## src/rtl/gyro_lane_serdes.sv

```systemverilog
// Multi-lane word serializer/deserializer sharing one divided bit clock and frame counter,
// with AXI-stream word ports on the transmit and receive sides.
module gyro_lane_serdes #(
   parameter int WIDTH = 48,
   parameter int LANES = 1,
   parameter int PKT_W = 13
) (
   input  logic                     clock,
   input  logic                     reset_n,
   input  logic                     enable,
   input  logic [7:0]               clk_div,
   input  logic [1:0]               mode,
   input  logic                     tx_start_stop,
   input  logic                     rx_start_stop,
   input  logic [PKT_W-1:0]         pkt_len,
   input  logic                     status_clear,
   input  logic [WIDTH*LANES-1:0]   tx_tdata,
   input  logic                     tx_tvalid,
   output logic                     tx_tready,
   input  logic                     tx_tlast,
   output logic [WIDTH*LANES-1:0]   rx_tdata,
   output logic                     rx_tvalid,
   input  logic                     rx_tready,
   output logic                     rx_tlast,
   output logic [LANES-1:0]         dtx,
   input  logic [LANES-1:0]         drx,
   output logic                     dsync,
   output logic                     mck,
   output logic                     tx_underrun,
   output logic                     rx_overflow
);

   localparam int BW = $clog2(WIDTH);
   localparam logic [BW-1:0] BIT_LAST = BW'(WIDTH - 1);

   typedef enum logic {IDLE, SHIFT} tx_state_t;

   logic [7:0]             div_cnt;
   logic                   mck_i;
   logic [BW-1:0]          bit_cnt;
   tx_state_t              state;
   logic                   last_tlast;
   logic [WIDTH-1:0]       tx_sh [LANES];
   logic [WIDTH-1:0]       rx_sh [LANES];
   logic [LANES-1:0]       sample;
   logic [WIDTH*LANES-1:0] word;
   logic [PKT_W-1:0]       pkt_cnt;

   logic half_tick, rise, fall, bit_last, boundary;
   logic tx_hs, underrun_set, rx_done, rx_accept, hit_last;

   assign half_tick = enable && (div_cnt >= clk_div);
   assign rise      = half_tick && !mck_i;
   assign fall      = half_tick && mck_i;
   assign bit_last  = (bit_cnt == BIT_LAST);
   assign boundary  = rise && bit_last;

   assign tx_tready    = boundary && tx_start_stop && enable && (state == IDLE || bit_last);
   assign tx_hs        = tx_tready && tx_tvalid;
   assign underrun_set = boundary && (state == SHIFT) && tx_start_stop && !tx_tvalid && !last_tlast;

   assign dsync = enable && bit_last;
   // The bit clock is suppressed between words only while a transmit run is requested.
   assign mck   = (enable && tx_start_stop) ? (mck_i && state == SHIFT) : mck_i;

   assign rx_done   = fall && bit_last && rx_start_stop && enable;
   assign rx_accept = rx_done && (!rx_tvalid || rx_tready);
   assign hit_last  = (pkt_len != '0) && (pkt_cnt == pkt_len - PKT_W'(1));

   // NOTE: every output of a combinational block gets a default first, so no path infers a latch.
   always_comb begin
      dtx    = '0;
      sample = '0;
      word   = '0;
      for (int n = 0; n < LANES; n++) begin
         dtx[n]    = (state == SHIFT) && tx_sh[n][WIDTH-1];
         sample[n] = (mode == 2'b01) ? dtx[n] : drx[n];
         word[n*WIDTH +: WIDTH] = {rx_sh[n][WIDTH-2:0], sample[n]};
      end
   end

   // NOTE: state is updated with non-blocking assignments so all flops see pre-edge values.
   always_ff @(posedge clock or negedge reset_n) begin
      if (!reset_n) begin
         div_cnt <= '0;
         mck_i   <= 1'b0;
         bit_cnt <= '0;
      end else if (!enable) begin
         div_cnt <= '0;
         mck_i   <= 1'b0;
         bit_cnt <= '0;
      end else if (half_tick) begin
         div_cnt <= '0;
         mck_i   <= !mck_i;
         if (rise) bit_cnt <= bit_last ? '0 : bit_cnt + BW'(1);
      end else begin
         div_cnt <= div_cnt + 8'd1;
      end
   end

   // NOTE: the per-lane shift registers are ordinary flops, so they are reset with everything else.
   always_ff @(posedge clock or negedge reset_n) begin
      if (!reset_n) begin
         state       <= IDLE;
         last_tlast  <= 1'b0;
         tx_underrun <= 1'b0;
         for (int n = 0; n < LANES; n++) tx_sh[n] <= '0;
      end else begin
         if (!enable) begin
            state <= IDLE;
            for (int n = 0; n < LANES; n++) tx_sh[n] <= '0;
         end else if (boundary) begin
            if (tx_hs) begin
               state      <= SHIFT;
               last_tlast <= tx_tlast;
               for (int n = 0; n < LANES; n++) tx_sh[n] <= tx_tdata[n*WIDTH +: WIDTH];
            end else begin
               state <= IDLE;
               for (int n = 0; n < LANES; n++) tx_sh[n] <= '0;
            end
         end else if (rise && state == SHIFT) begin
            for (int n = 0; n < LANES; n++) tx_sh[n] <= {tx_sh[n][WIDTH-2:0], 1'b0};
         end

         if (underrun_set)      tx_underrun <= 1'b1;
         else if (status_clear) tx_underrun <= 1'b0;
      end
   end

   always_ff @(posedge clock or negedge reset_n) begin
      if (!reset_n) begin
         rx_tdata    <= '0;
         rx_tvalid   <= 1'b0;
         rx_tlast    <= 1'b0;
         pkt_cnt     <= '0;
         rx_overflow <= 1'b0;
         for (int n = 0; n < LANES; n++) rx_sh[n] <= '0;
      end else begin
         if (!enable) begin
            for (int n = 0; n < LANES; n++) rx_sh[n] <= '0;
         end else if (fall) begin
            for (int n = 0; n < LANES; n++) rx_sh[n] <= word[n*WIDTH +: WIDTH];
         end

         if (rx_accept) begin
            rx_tdata  <= word;
            rx_tvalid <= 1'b1;
            rx_tlast  <= hit_last;
         end else if (rx_tvalid && rx_tready) begin
            rx_tvalid <= 1'b0;
            rx_tlast  <= 1'b0;
         end

         // Dropped words never advance the packet position.
         if (!rx_start_stop || pkt_len == '0) pkt_cnt <= '0;
         else if (rx_accept)                  pkt_cnt <= hit_last ? '0 : pkt_cnt + PKT_W'(1);

         if (rx_done && !rx_accept) rx_overflow <= 1'b1;
         else if (status_clear)     rx_overflow <= 1'b0;
      end
   end

endmodule
```

## config.mk

```make
export PLATFORM = sky130hd
export DESIGN_NAME = gyro_lane_serdes
export DESIGN_NICKNAME = d
export VERILOG_FILES = /design/src/rtl/gyro_lane_serdes.sv
export SDC_FILE = /design/constraint.sdc
export NUM_CORES = 1
export LEC_CHECK = 0
export CAP_MARGIN = 15
export CORE_MARGIN = 5
export CORE_UTILIZATION = 30
export CTS_CLUSTER_DIAMETER = 30
export DETAILED_ROUTE_END_ITERATION = 7
export GPL_ROUTABILITY_DRIVEN = 0
export PLACE_DENSITY = 0.52
export SLEW_MARGIN = 20
export SYNTH_ARGS = -nofsm -noshare
export SYNTH_HDL_FRONTEND = slang
export SYNTH_SLANG_ARGS = --single-unit
```

## constraint.sdc

```tcl
create_clock -name clock -period 4.44 [get_ports clock]
set_clock_uncertainty 0.2 [all_clocks]
set_input_delay 0.666 -clock clock [delete_from_list [all_inputs] [get_ports clock]]
set_output_delay 0.666 -clock clock [all_outputs]
set_load 0.005 [all_outputs]
```

# [After elaboration in Yosys (flattened, before gate mapping)]
# Cells that the tools add are included.
[totals] register_bits=177 inputBits=81 output_inout_bits=56 word_cells=96
[classes] addsub=4 n_lt_le_gt_ge=1 n_eq_ne=8 n_mux=28 bitwise_logic=1 n_reduce_logical=41
[ops] operator="$mux W48" count=4
[ops] operator="$mux W47" count=2
[ops] operator="$mux W13" count=3
[ops] operator="$logic_and A1 B1 Y1" count=24
[ops] operator="$mux W6" count=4
[ops] operator="$mux W8" count=2
[ops] operator="$add A13 B1 Y13 const B" count=1
[ops] operator="$eq A13 B13 Y1" count=1
[ops] operator="$logic_not A13 Y1" count=1
[ops] operator="$mux W1" count=13
[ops] operator="$reduce_bool A13 Y1" count=1
[ops] operator="$sub A13 B1 Y13 const B" count=1
[ops] operator="$add A8 B1 Y8 const B" count=1
[ops] operator="$ge A8 B8 Y1" count=1
[ops] operator="$ne A2 B1 Y1 const B" count=4
[ops] operator="$reduce_bool A2 Y1" count=4
[ops] operator="$add A6 B1 Y6 const B" count=1
[ops] operator="$eq A6 B6 Y1 const B" count=1
[ops] operator="$logic_not A1 Y1" count=6
[ops] operator="$logic_or A1 B1 Y1" count=3
[ops] operator="$ne A3 B1 Y1 const B" count=1
[ops] operator="$reduce_and A3 Y1" count=1
[ops] operator="$eq A2 B1 Y1 const B" count=1
[ops] operator="$reduce_and A2 Y1" count=1
[ops] operator="$not A1 Y1" count=1

# [Longest topological paths before layout]
# Gate-level depths: netlist of the first run.
[depth] ltp_word=11 mapped_depth=12 mapped_depth_nobuf=9

# [Worst setup path after synthesis of the first run]
# No wires, ideal clock.
[synth_timing] kind="in2reg" from="in pkt_len[0]" to="reg pkt_cnt[3]" setup_time_ns=0.138 arrival_ns=2.983 required_ns=4.102 slack_ns=1.119 path_stages=11 n_path_buf=2 path_cell_list="inv_1 ha_1 or3b_2 clkbuf_1 or4_4 xnor2_1 nand4_1 a2111o_1 buf_6 nand3_1 a31oi_1"
[synth_via] elab_chain_len=6 elab_cells_between_ends=10 classes_between="1 x add/sub; 1 x eq/ne; 3 x mux; 5 x reduce/logical"
[synth_rtl] item="from (decl)" line_no="15" text="input logic [PKT_W-1:0] pkt_len,"
[synth_rtl] item="$sub A13 B1 Y13" line_no="68" text="assign hit_last = (pkt_len != '0) && (pkt_cnt == pkt_len - PKT_W'(1));"
[synth_rtl] item="$eq A13 B13 Y1" line_no="68"
[synth_rtl] item="$logic_and A1 B1 Y1" line_no="68"
[synth_rtl] item="$mux W13 (2 in a row)" line_no="156" text="else if (rx_accept) pkt_cnt <= hit_last ? '0 : pkt_cnt + PKT_W'(1);"
[synth_rtl] item="$mux W13" line_no="155" text="if (!rx_start_stop || pkt_len == '0) pkt_cnt <= '0;"
[synth_rtl] item="to (signal assigned)" line_no="156"
[synth_rtl] item="to (decl)" line_no="47" text="logic [PKT_W-1:0] pkt_cnt;"
# Parallel ways exist; a longest one is shown, timed or not. The select of a mux whose other input is x is not followed.
# A chain may end at the register's enable or synchronous reset.

# [Worst setup path in the final report of the first run]
[layout_timing] from="in clk_div[5]" to="out tx_tready"
[layout_via] elab_chain_len=7
[layout_rtl] item="from (decl)" line_no="11" text="input logic [7:0] clk_div,"
[layout_rtl] item="$ge A8 B8 Y1" line_no="52" text="assign half_tick = enable && (div_cnt >= clk_div);"
[layout_rtl] item="$logic_and A1 B1 Y1" line_no="52"
[layout_rtl] item="$logic_and A1 B1 Y1" line_no="53" text="assign rise = half_tick && !mck_i;"
[layout_rtl] item="$logic_and A1 B1 Y1" line_no="56" text="assign boundary = rise && bit_last;"
[layout_rtl] item="$logic_and A1 B1 Y1 (3 in a row)" line_no="58" text="assign tx_tready = boundary && tx_start_stop && enable && (state == IDLE || bit_last);"
[layout_rtl] item="to (decl)" line_no="19" text="output logic tx_tready,"
# Every way passes these cells.

==> summary.txt, run 1 <==
Outcome
  – Outcome: complete, no violations

Power
  – Leakage Power: around 0.0046 µW
  – Power density of the placed cells: 304.9 mW/mm²
  – Pint: 2486 µW
  – Power share of the combinational group: 5.7%
  – Switching power of the nets: 885.8 µW
  – Largest vdd supply drop: 0.2237 mV
  – Sequential Power Share: 48.0%
  – Fraction of power consumed by the clock network: 46.3%
  – Switching share of power: 26.27%

Global route
  – Global routing usage on met1: 19.55%
  – Most crowded layer after global routing: met2
  – Global-route wire length before repair: between 30 and 40 mm
  – GRT met2 Usage: 21.40%
  – Total track usage: 13.79%
  – Met3 usage in global routing: around 3.2%
  – Residual overflow from global routing: 0
  – Maximum number of pins on one net before global-route repair: 77
  – Antenna violations before repair: 2
  – Number of global-route vias before repair: 7150

Finish
  – Commonest cells after routing, fill and taps aside: sky130_fd_sc_hd__nand2_1 (261), sky130_fd_sc_hd__dfrtp_1 (176), sky130_fd_sc_hd__clkdlybuf4s50_1 (134)
  – Fill cell instance count of the final layout: 2912
  – Fraction of final layout cells with drive strength greater than 1: 6.692%
  – Post-layout util: 38.53%
  – Final Non-Filler Cells: 1430
  – Count of nets after finishing: 1126
  – Commonest non-fill, non-tap cell in the layout: sky130_fd_sc_hd__nand2_1
  – Post-synthesis to final-layout area growth: 27.07%
  – Antenna Diode Count: 0

Timing
  – Clock period minus final worst setup slack: a little under 4 ns
  – Setup repair after global routing missed its margin: false
  – Worst Max-Slew Pin Slew: 1.000 ns
  – Total count of max-transition violations in the final report: 0
  – Number of failing setup endpoints in the final timing report: 0
  – Tightest hold margin: 0.01208 ns
  – F_max: roughly 260 MHz
  – Final setup TNS: 0 ns
  – Post-route setup slack: 0.5222 ns
  – Number of failing hold endpoints at the final stage: 0
  – Relative max-transition margin: 33.18%
  – Period utilization: around 88%

Worst setup path
  – Maximum fanout count along the critical path: 11
  – Element type at the critical path start: input pin
  – Endpoint kind of the worst setup timing path: output pin
  – Setup slack on the worst flop-to-flop path: 1.38 ns
  – Required time reported for the critical path endpoint: 3.57 ns
  – Critical path class: in2out
  – RR Startpoint: div_cnt[0]
  – Crit path arrival time: roughly 3 ns
  – Top Family by Delay on Critical Path: buffers and inverters
  – CP max stage delay: ~0.46 ns
  – CP bufs+invs: 3
  – Count of cells along the worst register-to-register path: 10
  – Destination of the worst register-to-register timing path: rx_sh[9]
  – Sequence of cells on the critical path: clkdlybuf4s50_1 -> inv_1 -> ha_1 -> a21o_1 -> a21o_1 -> a21oi_1 -> o31a_2 -> nor3_2 -> and2_1 -> clkdlybuf4s50_1
  – CP max stage cell: sky130_fd_sc_hd__clkdlybuf4s50_1

Synth
  – Average instance area after synthesis: 9.308 µm²
  – Syn. warnings: 0
  – Async set-or-reset flop fraction in the synthesized netlist: 100.0%
  – Cells after Synth: 935
  – Synthesized flop and latch total: around 180
  – Number of unique standard cell types used by synthesis: around 50
  – Commonest register cell after synthesis: sky130_fd_sc_hd__dfrtp_1
  – Nets in the synthesized netlist: roughly 1000
  – Netlist area before placement: 0.008703 mm²
  – Register area share after synthesis: 50.89%
  – Count of flip-flops with a built-in enable after synthesis: 0

CTS
  – Clock insertion delay at the later pin of the skew report: 0.43 ns
  – Clock Sinks: 177
  – Clock root cell: sky130_fd_sc_hd__clkbuf_16
  – Total clock buffers created by CTS: 17
  – Clock H-tree levels: 4
  – Number of instances resized during post-cts repair: 0
  – Count of hold-fix buffers inserted at cts: 0
  – Buffers inserted by post-CTS timing repair: 0
  – TritonCTS clock tree: done
  – Clock Pin Slew Worst Setup and Hold Paths: 0.08 ns
  – Buffers from clock root to sink, at most: 2

Detailed routing
  – Post-detailed-route wirelength per cell: roughly 16 µm
  – Routed via count: 7126
  – Detailed-route DRC error count: 0
  – Number of DRC markers after the initial detailed-route iteration: 465
  – Total wire length: 22.55 mm
  – Length of the first detailed-routing pass in iterations: 4
  – Ratio of routed vias to standard cells: 4.983
  – Number of nets with antenna violations after routing: 0

Placed design
  – Number of placed instances with taps included: 1398
  – Port Buffer Count: 136
  – Post-placement setup slack: 0.2645 ns
  – Final HPWL from detailed placement: roughly 14 mm

Die
  – Row count: just over 60
  – Starting density of the core: a little under a third
  – Overall die area: 0.03252 mm²
  – # IOs: 137
  – Die Height: 180.3 µm
  – Overall die width: approximately 180 µm
  – Total core area: ~0.029 mm²

Hold path
  – Class of the worst hold path: in2async

Run
  – Number of max-capacitance violations reported: 0
==> layout make-up <==
cell class | count | area (µm²) | area share, %
Clock buffer | 17 | 425.4 | 3.847
Multi-Input combinational cell | 662 | 3911 | 35.37
Inverter | 18 | 67.56 | 0.6109
Tap cell | 384 | 480.5 | 4.344
Timing Repair Buffer | 157 | 1540 | 13.93
Clock inverter | 15 | 203.9 | 1.844
Sequential cell | 177 | 4431 | 40.06
==> registers in the layout, indices dropped and copies added, names as in the netlist <==
name and cells:
last_tlast 1, state 1, div_cnt 8, mck_i 1, bit_cnt 6, tx_underrun 1
rx_overflow 1, rx_sh 47, rx_tdata 48, rx_tvalid 1, rx_tlast 1, tx_sh 48
pkt_cnt 13
==> kinds of logic after synthesis <==
kind of cell / synth area share, %
XOR/XNOR: 1.811
adder cells (fa/ha/maj): 1.725
AO/OA/AOI/OAI: 21.58
multiplexers: 0.3594
buffers and inverters: 4.413
flip-flops: 50.89
AND/OR/NAND/NOR: 19.22
==> power by group through the flow <==
| stage | Sequential (µW) | Combinational (µW) | Clock (µW) |
|---|---|---|---|
| after global placement | 1650 | 197 | 0 |
| final | 1620 | 191 | 1560 |
| after CTS | 1620 | 197 | 1630 |
| after detailed placement | 1650 | 196 | 0 |
| after floorplan | 1650 | 62.0 | 0 |
| after global routing | 1620 | 214 | 1680 |
==> layer usage <==
metal | wire length [µm] | vias up
met1 | 11180 | 3464
li1 | - | 3491
met4 | 214 | 4
met3 | 1028 | 19
met5 | 19 | -
met2 | 10110 | 148
==> synthesized netlist by cell type, types with 8 or more instances <==
cell,number,area share [%]
sky130_fd_sc_hd__nand3b_1,8,0.69
sky130_fd_sc_hd__nor2_1,25,1.1
sky130_fd_sc_hd__nand3_1,34,2.0
sky130_fd_sc_hd__clkbuf_1,65,2.8
sky130_fd_sc_hd__inv_1,18,0.78
sky130_fd_sc_hd__dfrtp_1,177,51
sky130_fd_sc_hd__o21ai_0,9,0.52
sky130_fd_sc_hd__a31oi_1,59,4.2
sky130_fd_sc_hd__ha_1,12,1.7
sky130_fd_sc_hd__buf_1,9,0.39
sky130_fd_sc_hd__a21boi_0,53,4.6
sky130_fd_sc_hd__o31a_1,48,4.8
sky130_fd_sc_hd__nand2_1,261,11
sky130_fd_sc_hd__o2bb2ai_1,48,4.8
sky130_fd_sc_hd__xor2_1,11,1.1
==> through the flow <==
stage               total power, µW  cell area [µm²]
floorplan                      1711             8703
global placement               1848            10430
detailed placement             1847            10430
CTS                            3443            11060
global route                   3516            11060
finish                         3372            11060
==> worst max path at each step <==
stage,startpoint,endpoint,slack [ns],depth (start not counted)
final,clk_div[5],tx_tready,0.52,10
after detailed placement,pkt_len[0],pkt_cnt[2],0.26,11
after floorplan,pkt_len[0],pkt_cnt[3],1.12,11
after CTS,clk_div[5],tx_tready,0.49,10
after global routing,clk_div[5],tx_tready,0.36,10
after global placement,pkt_len[0],pkt_cnt[2],0.30,11
Note: power is estimated with default switching activity, not from simulation.
==> inputs of run 2 (changes only) <==
HOLD_SLACK_MARGIN = 0.05   (was not set)
PLACE_DENSITY = not set   (was 0.52)
==> run 2 against run 1 <==
Effect of this change:
- hold slack better by 0.088 ns
- wire length shrank 1.7%
- non-clock buffer count decreased by 3
- clock power barely moved
- setup slack improved by 0.14 ns
- count of clock-buffer cells in the layout unchanged
- critical path depth unchanged
- core utilization about the same
- via count increased by 1.1%
- sequential power is essentially flat
- critical endpoint unchanged
- highest routed layer unchanged
==> summary.txt, run 2 (synthesis results as in run 1) <==
Outcome
  – Outcome: complete, no violations (unchanged)

Finish
  – Post-synthesis to final-layout area growth: 27.21% (was 27.07%)
  – Largest registers: rx_tdata x48, tx_sh x48, rx_sh x47 (unchanged)
  – Fraction of final layout cells with drive strength greater than 1: 6.424% (was 6.692%)
  – Commonest non-fill, non-tap cell in the layout: sky130_fd_sc_hd__nand2_1 (unchanged)
  – Count of nets after finishing: 1123 (was 1126)
  – Design Area, Final: 0.01107 mm² (was 0.01106 mm²)
  – Commonest cells after routing, fill and taps aside: sky130_fd_sc_hd__nand2_1 (261), sky130_fd_sc_hd__dfrtp_1 (176), sky130_fd_sc_hd__clkdlybuf4s50_1 (134) (unchanged)

Timing
  – Worst Max-Slew Pin Slew: 0.8366 ns (was 1.000 ns)
  – F_max: 264.7 MHz (was 255.2 MHz)
  – Relative max-transition margin: 44.23% (was 33.18%)
  – Number of failing hold endpoints at the final stage: 0 (unchanged)
  – Clock period minus final worst setup slack: 3.778 ns (was 3.918 ns)
  – Final setup TNS: 0 ns (unchanged)
  – Setup repair after global routing missed its margin: false (unchanged)
  – Number of failing setup endpoints in the final timing report: 0 (unchanged)
  – Total count of max-transition violations in the final report: 0 (unchanged)
  – Period utilization: 85.09% (was 88.24%)

Die
  – Die Height: 180.3 µm (unchanged)
  – Row count: 62 (unchanged)
  – Overall die area: 0.03252 mm² (unchanged)
  – # IOs: 137 (unchanged)
  – Overall die width: 180.3 µm (unchanged)
  – Starting density of the core: 30.32% (unchanged)
  – Total core area: 0.02870 mm² (unchanged)

CTS
  – Clock insertion delay at the later pin of the skew report: 0.44 ns (was 0.43 ns)
  – Clock root cell: sky130_fd_sc_hd__clkbuf_16 (unchanged)
  – Clock H-tree levels: 4 (unchanged)
  – Buffers inserted by post-CTS timing repair: 0 (unchanged)
  – Clock Pin Slew Worst Setup and Hold Paths: 0.07 ns (was 0.08 ns)
  – Number of instances resized during post-cts repair: 0 (unchanged)
  – Total clock buffers created by CTS: 17 (unchanged)
  – TritonCTS clock tree: done (unchanged)
  – Count of hold-fix buffers inserted at cts: 0 (unchanged)
  – Clock Sinks: 177 (unchanged)
  – Buffers from clock root to sink, at most: 2 (unchanged)

Worst setup path
  – RR Startpoint: bit_cnt[0] (was div_cnt[0])
  – CP Launch Point: clk_div[5] (unchanged)
  – Top Family by Delay on Critical Path: buffers and inverters (unchanged)
  – Maximum fanout count along the critical path: 2 (was 11)
  – Crit path arrival time: 2.91 ns (was 3.05 ns)
  – Sequence of cells on the critical path: clkdlybuf4s50_1 -> inv_1 -> ha_1 -> a21o_1 -> a21o_1 -> a21oi_1 -> o31a_2 -> nor3_2 -> and2_1 -> clkdlybuf4s50_1 (unchanged)
  – CP bufs+invs: 3 (unchanged)
  – CP max stage delay: 0.47 ns (was 0.46 ns)
  – Element type at the critical path start: input pin (unchanged)
  – Required time reported for the critical path endpoint: 3.57 ns (about the same)
  – Critical path class: in2out (unchanged)
  – Endpoint kind of the worst setup timing path: output pin (unchanged)
  – CP max stage cell: sky130_fd_sc_hd__clkdlybuf4s50_1 (unchanged)

Detailed routing
  – Number of nets with antenna violations after routing: 0 (unchanged)
  – Post-detailed-route wirelength per cell: 15.53 µm (was 15.77 µm)
  – Ratio of routed vias to standard cells: 5.047 (was 4.983)
  – Length of the first detailed-routing pass in iterations: 5 (was 4)
  – Routed via count: 7207 (was 7126)
  – Detailed-route DRC error count: 0 (unchanged)
  – Number of DRC markers after the initial detailed-route iteration: 522 (was 465)
  – Total wire length: 22.17 mm (was 22.55 mm)

Global route
  – Total track usage: 13.57% (was 13.79%)
  – Antenna violations before repair: 2 (unchanged)
  – Residual overflow from global routing: 0 (unchanged)
  – Number of global-route vias before repair: 7165 (was 7150)
  – Global-route wire length before repair: 37.34 mm (was 37.69 mm)
  – Maximum number of pins on one net before global-route repair: 85 (was 77)

Placed design
  – Area of placed instances: 0.01045 mm² (was 0.01043 mm²)
  – Final HPWL from detailed placement: 13.97 mm (was 14.07 mm)
  – Port Buffer Count: 136 (unchanged)

Run
  – Number of max-capacitance violations reported: 0 (unchanged)

Power
  – Power density of the placed cells: 305.0 mW/mm² (was 304.9 mW/mm²)
  – Largest vdd supply drop: 0.1994 mV (was 0.2237 mV)
  – Leakage Power: 0.004628 µW (was 0.004626 µW)

Hold path
  – Class of the worst hold path: in2async (unchanged)
run 2: cell count changes in the layout (fill, tap and decap cells not counted):
cell	delta
sky130_fd_sc_hd__inv_12	-1
sky130_fd_sc_hd__buf_4	-6
sky130_fd_sc_hd__inv_8	+1
sky130_fd_sc_hd__buf_12	+3
sky130_fd_sc_hd__diode_2	+1
run 2: worst paths after layout:
kind / end / slack (ns) / depth (start not counted)
setup / recovery: tx_tready / 0.66 / 10
hold reg to reg: rx_tdata[23] / 0.28 / 2
max in group asynchronous: rx_sh[1] / 3.03 / 2
setup reg to reg: pkt_cnt[8] / 1.24 / 11
hold / removal: div_cnt[4] / 0.1 / 1
min in group clock: rx_tdata[23] / 0.28 / 2
run 2: per-layer routing:
metal	wire, µm	vias up	part of all wire (%)	global-route usage (%)
li1	-	3477	-	-
met1	10570	3555	48	19.21
met2	10180	155	46	20.94
met3	1199	16	5.4	3.553
met4	205	4	0.92	3.146
met5	19	-	0.086	0
run 2: cell type report:
cell class | instances | area [µm²]
Inverter | 18 | 67.56
Multi-Input combinational cell | 662 | 3911
Clock inverter | 15 | 198.9
Antenna cell | 1 | 2.502
Timing Repair Buffer | 154 | 1555
Clock buffer | 17 | 425.4
Tap cell | 384 | 480.5
Sequential cell | 177 | 4431
Fill cell | 2909 | 17630
run 2: stage by stage:
step,instances,setup WS (ns),utilization (%),total power (µW),hold slack [ns]
final,1428,0.6622,38.57,3377,0.09996
after global routing,1427,0.5325,38.57,3509,0.1444
after CTS,1427,0.6076,38.57,3420,0.1162
after detailed placement,1395,0.2346,36.39,1847,0.2641
after global placement,1395,0.3039,36.39,1848,0.2571
after floorplan,935,1.119,-,1711,0.1704
run 2: worst register-to-register path: cells and delay by family (launching register included):
kind	cells	cell delay (ns)
and+or+nand+nor	6	1.50
buffers and inverters	3	0.67
adders and majority gates	1	0.20
AOI/OAI and AO/OA	1	0.16
DFF	1	0.41
run 2: power by group:
part           switching (µW)  total (µW)  leakage [µW]  internal (µW)
sequential               5.27        1620       0.00247           1610
clock                     788        1570      0.000301            777
combinational            98.9         193       0.00186           93.7
==> inputs of run 3 (changes only) <==
SLEW_MARGIN = not set   (was 20)
==> results of run 3 <==
No change in the layout: final DEF, timing and power equal those of run 2.
